## src/rtl/fetch_unit.sv

```systemverilog
// Instruction fetch stage: owns the PC, single-outstanding imem requests, redirect and bubble insertion.
// Define FETCH_ALIGN_CHECK_EN to trap misaligned redirect targets in a FAULT state.
module fetch_unit #(
    parameter int                     BUS_WIDTH   = 64,
    parameter int                     INSTR_WIDTH = 32,
    parameter logic [BUS_WIDTH-1:0]   RESET_PC    = '0,
    parameter logic [INSTR_WIDTH-1:0] NOP_INSTR   = INSTR_WIDTH'(32'h00000013)
) (
    input  logic                   clk,
    input  logic                   rst,
    input  logic                   stall,
    input  logic                   redirect,
    input  logic [BUS_WIDTH-1:0]   redirect_pc,
    output logic                   imem_req,
    output logic [BUS_WIDTH-1:0]   imem_addr,
    input  logic                   imem_ready,
    input  logic                   imem_rvalid,
    input  logic [INSTR_WIDTH-1:0] imem_rdata,
    output logic [BUS_WIDTH-1:0]   out_pc,
    output logic [INSTR_WIDTH-1:0] out_instr,
    output logic                   out_valid,
    output logic                   fault
);

`ifdef FETCH_ALIGN_CHECK_EN
    typedef enum logic [2:0] {IDLE, REQ, WAIT, DRAIN, FAULT} state_t;
`else
    typedef enum logic [1:0] {IDLE, REQ, WAIT, DRAIN} state_t;
`endif

    state_t                 state_q, state_d;
    logic [BUS_WIDTH-1:0]   pc_q, pc_d;
    logic                   outValid_q, outValid_d;
    logic [BUS_WIDTH-1:0]   outPc_q, outPc_d;
    logic [INSTR_WIDTH-1:0] outInstr_q, outInstr_d;
    logic                   accept;
    logic                   inFlight;
    logic [BUS_WIDTH-1:0]   target;

    // Only issue when the output slot will be free by the time the response can return.
    assign imem_req  = (state_q == REQ) && (!outValid_q || !stall);
    assign imem_addr = pc_q;
    assign accept    = imem_req && imem_ready;

    assign out_pc    = outPc_q;
    assign out_instr = outInstr_q;
    assign out_valid = outValid_q;

`ifdef FETCH_ALIGN_CHECK_EN
    logic fault_q, fault_d;
    logic pending_q, pending_d;
    logic misaligned;

    assign target     = redirect_pc;
    assign misaligned = |redirect_pc[1:0];
    assign fault      = fault_q;
    // A request still owed a response after this edge must be drained before the next issue.
    assign inFlight   = accept
                     || (((state_q == WAIT) || (state_q == DRAIN)) && !imem_rvalid)
                     || ((state_q == FAULT) && pending_q && !imem_rvalid);
`else
    assign target   = redirect_pc & ~BUS_WIDTH'(3);
    assign fault    = 1'b0;
    assign inFlight = accept
                   || (((state_q == WAIT) || (state_q == DRAIN)) && !imem_rvalid);
`endif

    always_comb begin
        state_d    = state_q;
        pc_d       = pc_q;
        outValid_d = outValid_q;
        outPc_d    = outPc_q;
        outInstr_d = outInstr_q;
`ifdef FETCH_ALIGN_CHECK_EN
        fault_d    = fault_q;
        pending_d  = pending_q;
`endif
        if (outValid_q && !stall) begin
            outValid_d = 1'b0;
            outInstr_d = NOP_INSTR;
        end

        case (state_q)
            IDLE:  state_d = REQ;
            REQ:   if (accept) state_d = WAIT;
            WAIT: begin
                if (imem_rvalid) begin
                    state_d    = REQ;
                    outValid_d = 1'b1;
                    outPc_d    = pc_q;
                    outInstr_d = imem_rdata;
                    pc_d       = pc_q + BUS_WIDTH'(4);
                end
            end
            DRAIN: if (imem_rvalid) state_d = REQ;
`ifdef FETCH_ALIGN_CHECK_EN
            FAULT: if (imem_rvalid) pending_d = 1'b0;
`endif
            default: state_d = IDLE;
        endcase

        // Redirect wins over capture and stall; a response arriving now is stale and dropped.
        if (redirect) begin
            pc_d       = target;
            outValid_d = 1'b0;
            outPc_d    = outPc_q;
            outInstr_d = NOP_INSTR;
            state_d    = inFlight ? DRAIN : REQ;
`ifdef FETCH_ALIGN_CHECK_EN
            fault_d    = misaligned;
            pending_d  = misaligned && inFlight;
            if (misaligned) state_d = FAULT;
`endif
        end
    end

    always_ff @(posedge clk) begin
        if (rst) begin
            state_q    <= IDLE;
            pc_q       <= RESET_PC;
            outValid_q <= 1'b0;
            outPc_q    <= '0;
            outInstr_q <= NOP_INSTR;
`ifdef FETCH_ALIGN_CHECK_EN
            fault_q    <= 1'b0;
            pending_q  <= 1'b0;
`endif
        end else begin
            state_q    <= state_d;
            pc_q       <= pc_d;
            outValid_q <= outValid_d;
            outPc_q    <= outPc_d;
            outInstr_q <= outInstr_d;
`ifdef FETCH_ALIGN_CHECK_EN
            fault_q    <= fault_d;
            pending_q  <= pending_d;
`endif
        end
    end

endmodule

```

## config.mk

```make
export PLATFORM = sky130hd
export DESIGN_NAME = fetch_unit
export DESIGN_NICKNAME = d
export VERILOG_FILES = /design/src/rtl/fetch_unit.sv
export SDC_FILE = /design/constraint.sdc
export NUM_CORES = 1
export LEC_CHECK = 0
export CAP_MARGIN = 5
export CORE_MARGIN = 4
export CORE_UTILIZATION = 41
export DETAILED_ROUTE_END_ITERATION = 16
export PLACE_DENSITY = 0.75
export SYNTH_ARGS = -nofsm -noshare
export SYNTH_HDL_FRONTEND = slang
export SYNTH_SLANG_ARGS = --single-unit
```

## constraint.sdc

```tcl
create_clock -name clk -period 7.1 [get_ports clk]
set_clock_uncertainty 0.1 [all_clocks]
set_input_delay 1.065 -clock clk [delete_from_list [all_inputs] [get_ports clk]]
set_output_delay 1.065 -clock clk [all_outputs]
set_load 0.005 [all_outputs]
```

# == After elaboration in Yosys (flattened, before gate mapping) ==
# Cells that the tools add are included.
# classes
reduce_logical,19
n_eq_ne,5
n_addsub,1
bitwise_logic,1
n_mul,0
magnitude_cmp,0
shifts,0
mux,14
n_div,0
# ops
cell,count
$mux W64,3
$mux W32,3
$add A64 B3 Y64 const B,1
$mux W2,4
$pmux W2 S3,1
$reduce_and A2 Y1,3
$eq A2 B2 Y1 const B,2
$logic_and A1 B1 Y1,4
$reduce_bool A2 Y1,2
$reduce_or A2 Y1,2
$logic_not A1 Y1,3
$logic_or A1 B1 Y1,3
$mux W1,3
$ne A3 B1 Y1 const B,1
$ne A3 B3 Y1 const B,1
$reduce_and A3 Y1,1
$eq A2 B1 Y1 const B,1
$logic_not A2 Y1,1
$not A1 Y1,1
# totals
memories,0
inputBits,102
latchBits,0
out_inout_bits,163
ram_bits,0
register_bits,163
word_cells,46
romBits,0

# == Depth between registers and ports, before layout ==
# logic_depth
word_depth,7
depth_mapped,7
depth_no_buf,6

# == Worst setup path before layout ==
# Ideal clock, no wire load.
# synth_path
kind,input to register
startpoint,input port imem_rvalid
endpoint,"register pc_q[59], in the netlist imem_addr[59]"
path_stages,6
path_slack_ns,4.406
t_required_ns,6.882
path_buffers,1
setup_time_ns,0.118
arrival_ns,2.476
cell_sequence,nand4b_1 -> nor2_1 -> clkbuf_1 -> nand4_1 -> or4_1 -> o2111a_1
# synth_via
elab_chain_cells,2
# synth_rtl
element,line,text
"start, declared",17,"input logic imem_rvalid,"
$reduce_bool A2 Y1 (no source line),--,
$reduce_and A2 Y1 (no source line),--,
"end signal, assigned",130,pc_q <= pc_d;
"end, declared",32,"logic [BUS_WIDTH-1:0] pc_q, pc_d;"
# No other way between the ends.
# A chain may end at the register's enable or synchronous reset.

# == Worst setup path after layout ==
# layout_path
startpoint,input port imem_rvalid
endpoint,"register pc_q[29], in the netlist imem_addr[29]"
# Same word-level chain as after synthesis.

==> impl_metrics.yaml <==
worst_hold_path:
  hp-start: "out_pc[31]$_SDFFE_PP0P_"
  hp-class: "register to register"
cts:
  hold_buffers: 0
  cts_buffer_depth: 2
  cts_tree: "yes"
  ctsHtreeMaxLevel: 4
  cts_setup_buffers: 0
  cts-root-buf: "clkbuf_16"
  clock_latency_ns: 0.43
  clock_sinks: 159
  clkTransAtPathRegs_ns: 0.07
  cts_inserted_buffers: 17
  cts-resized-gates: 0
global_routing:
  use_met3: 0.0654
  grt_antenna_before_repair: 0
  grt.overflow.total: 0
  grt_pass1_wl_mm: 38.3
  grt_pass1_vias: 7144
  grtUsageTotal: 0.237
  met2_usage: 0.383
  grt_max_degree: 72
  grt_use_met1: 0.304
  grt-busiest-layer: "met2"
timing:
  tightest_slew_ns: 1.09
  setup_viol: 0
  slew_viol_final: 0
  rsz0062_at_grt: "false"
  post-route-period-util: 0.558
  relSlewSlack: 0.273
  setup_ws_ns: 3.14
  fmax_mhz: 252
  fin_tns_setup_ns: 0
  final-hold-violation-count: 0
  holdWs_ns: 0.353
  min_period_ns: 3.96
setup_path:
  critPathBufInv: 2
  crit_required_ns: 7.34
  cp-end-kind: "register"
  crit_chain: "clkdlybuf4s50_1 -> and3b_1 -> buf_4 -> nand4_1 -> or4_1 -> xnor2_1 -> a211oi_1"
  arrival_ns: 4.20
  cp-start-kind: "input port"
  cp_top_family: "simple AND/OR/NAND/NOR gates"
  crit_fanout: 20
  crit_path_top_delay_cell: "and3b_1"
  crit_start: "imem_rvalid"
  worst-setup-path-type: "input port to register"
  r2r-start: "state_q[1]$_SDFFE_PP0P_"
  max_stage_delay_ns: 0.68
routing:
  drt_first_pass_iters: 5
  drt-total-wl_mm: 24.2
  wl_per_cell_um: 17.5
  drc: 0
  initialDrtViolationCount: 514
  ant_nets: 0
  viasPerCell: 5.59
  via_count: 7726
synthesis:
  ys_warn_count: 0
  syn-cell-area_mm2: 0.00729
  yosysSeqAreaShare: 0.437
  synth_async_sr_flop_share: 0
  postSynthAreaPerCell_um2: 7.88
  synth_most_common_cell: "nand2_1"
  ys_ff_latch: 159
  ys_top_cells_by_count: "202 x nand2_1, 159 x dfxtp_1, 104 x a21oi_1"
  synth_top_area_frac: 0.437
  synth-edff-count: 0
  synth_ff_type: "dfxtp_1"
  synth.distinct_cells: 60
  synth.area.top_cells: "dfxtp_1 44%, nand2_1 10%, a21oi_1 7.1%"
  synthCells: 925
  yosysTopAreaCell: "dfxtp_1"
placed_design:
  dpl.hpwl_mm: 16.7
  port_buffers: 257
  place.gp.congestion: 0.797
  place_ws_ns: 2.69
  placed_cells: 1350
finish:
  layout-drive-gt1-share: 0.0545
  area_delta_synth_final_pct: 44.2
  layout.cells.non_filler: 1383
  final_nets: 1247
die:
  die_width_um: 141
  start_util: 0.420
  die_y_um: 141
  fp.dieArea_mm2: 0.0200
  io_pins: 265
  rows: 48
  core_mm2: 0.0174
power:
  power_leakage_nw: 3.41
  power.density_mw_per_mm2: 202
  power.ir.vdd_worst_mv: 0.163
run_status:
  status: "complete, no violations"
job:
  cap_viol_max_count: 0
-- report_power, final --
part | internal (mW) | switching (mW)
Sequential | 0.918 | 0.0490
Clock | 0.545 | 0.405
Combinational | 0.122 | 0.0818
Total | 1.59 | 0.536
-- cells by family after synthesis --
logic type,Yosys count,synth area share
AND/OR/NAND/NOR,459,0.307
XOR/XNOR,27,0.0325
buffers and inverters,78,0.0496
AO/OA/AOI/OAI,197,0.167
adder cells (fa/ha/maj),1,0.00172
multiplexers,3,0.00412
other,1,0.000515
flip-flops,159,0.437
-- per-stage QoR --
stage / utilization / power (mW) / cell area [µm²]
2_1_floorplan: - / 1.06 / 7300
3_3_place_gp: 0.570 / 1.19 / 9900
3_5_place_dp: 0.570 / 1.19 / 9900
4_1_cts: 0.605 / 2.14 / 10500
5_1_grt: 0.605 / 2.20 / 10500
6_report: 0.605 / 2.12 / 10500
-- final cells by class --
class	count	area [µm²]
diodes	1	2.50
clock buffers	19	453
clock inverters	13	151
fillers	1569	6850
inverters	9	33.8
multi-input cells	692	3770
flip-flops and latches	159	3180
well taps	225	282
repair buffers	265	2630
-- layout by cell type (no fill, tap or decap), types with 3 or more instances in the layout --
cell type          n
dfxtp_1          159
o31ai_1           12
buf_4              9
nand2b_1           4
xnor2_1           12
inv_6              5
nand3_1           58
o211ai_1           4
clkbuf_16         17
nand2_1          201
inv_1              8
or4b_2             3
xor2_1            15
conb_1             5
clkdlybuf4s50_1  255
or3_1              8
clkinvlp_4         3
or4_1             13
and3_1            14
mux2i_1            3
nor3_1            21
a21oi_1          104
a211oi_1          21
a311oi_1          15
and4_1            11
nand4_1           30
a31oi_1            8
o2111a_1           5
o21ai_0           16
or2_2              3
nor4_1             4
nor2_1            64
-- path summary, 6_finish.rpt --
check                                     to  slack (ns)  cells past startpoint
setup / recovery  imem_addr[29]$_SDFFE_PP0P_        3.14                      7
hold / removal       out_pc[31]$_SDFFE_PP0P_        0.35                      2
setup reg to reg  imem_addr[29]$_SDFFE_PP0P_        3.89                      6
hold reg to reg      out_pc[31]$_SDFFE_PP0P_        0.35                      2
-- state kept, by name, indices dropped and copies added (netlist names) --
signal     cells
out_valid      1
imem_addr     62
out_instr     32
out_pc        62
state_q        2
-- worst reg2reg max path: stages (launching register included) --
cell	delay [ns]
dfxtp_1	0.45
and3b_1	0.68
buf_4	0.38
nand4_1	0.48
or4_1	0.68
xnor2_1	0.14
a211oi_1	0.22
-- per-layer routing --
metal | vias up | part of all wire
li1 | 3743 | -
met1 | 3631 | 0.42
met2 | 300 | 0.47
met3 | 52 | 0.083
met4 | 0 | 0.029
met5 | - | 0
No activity file was read; power rests on OpenSTA's default activity.
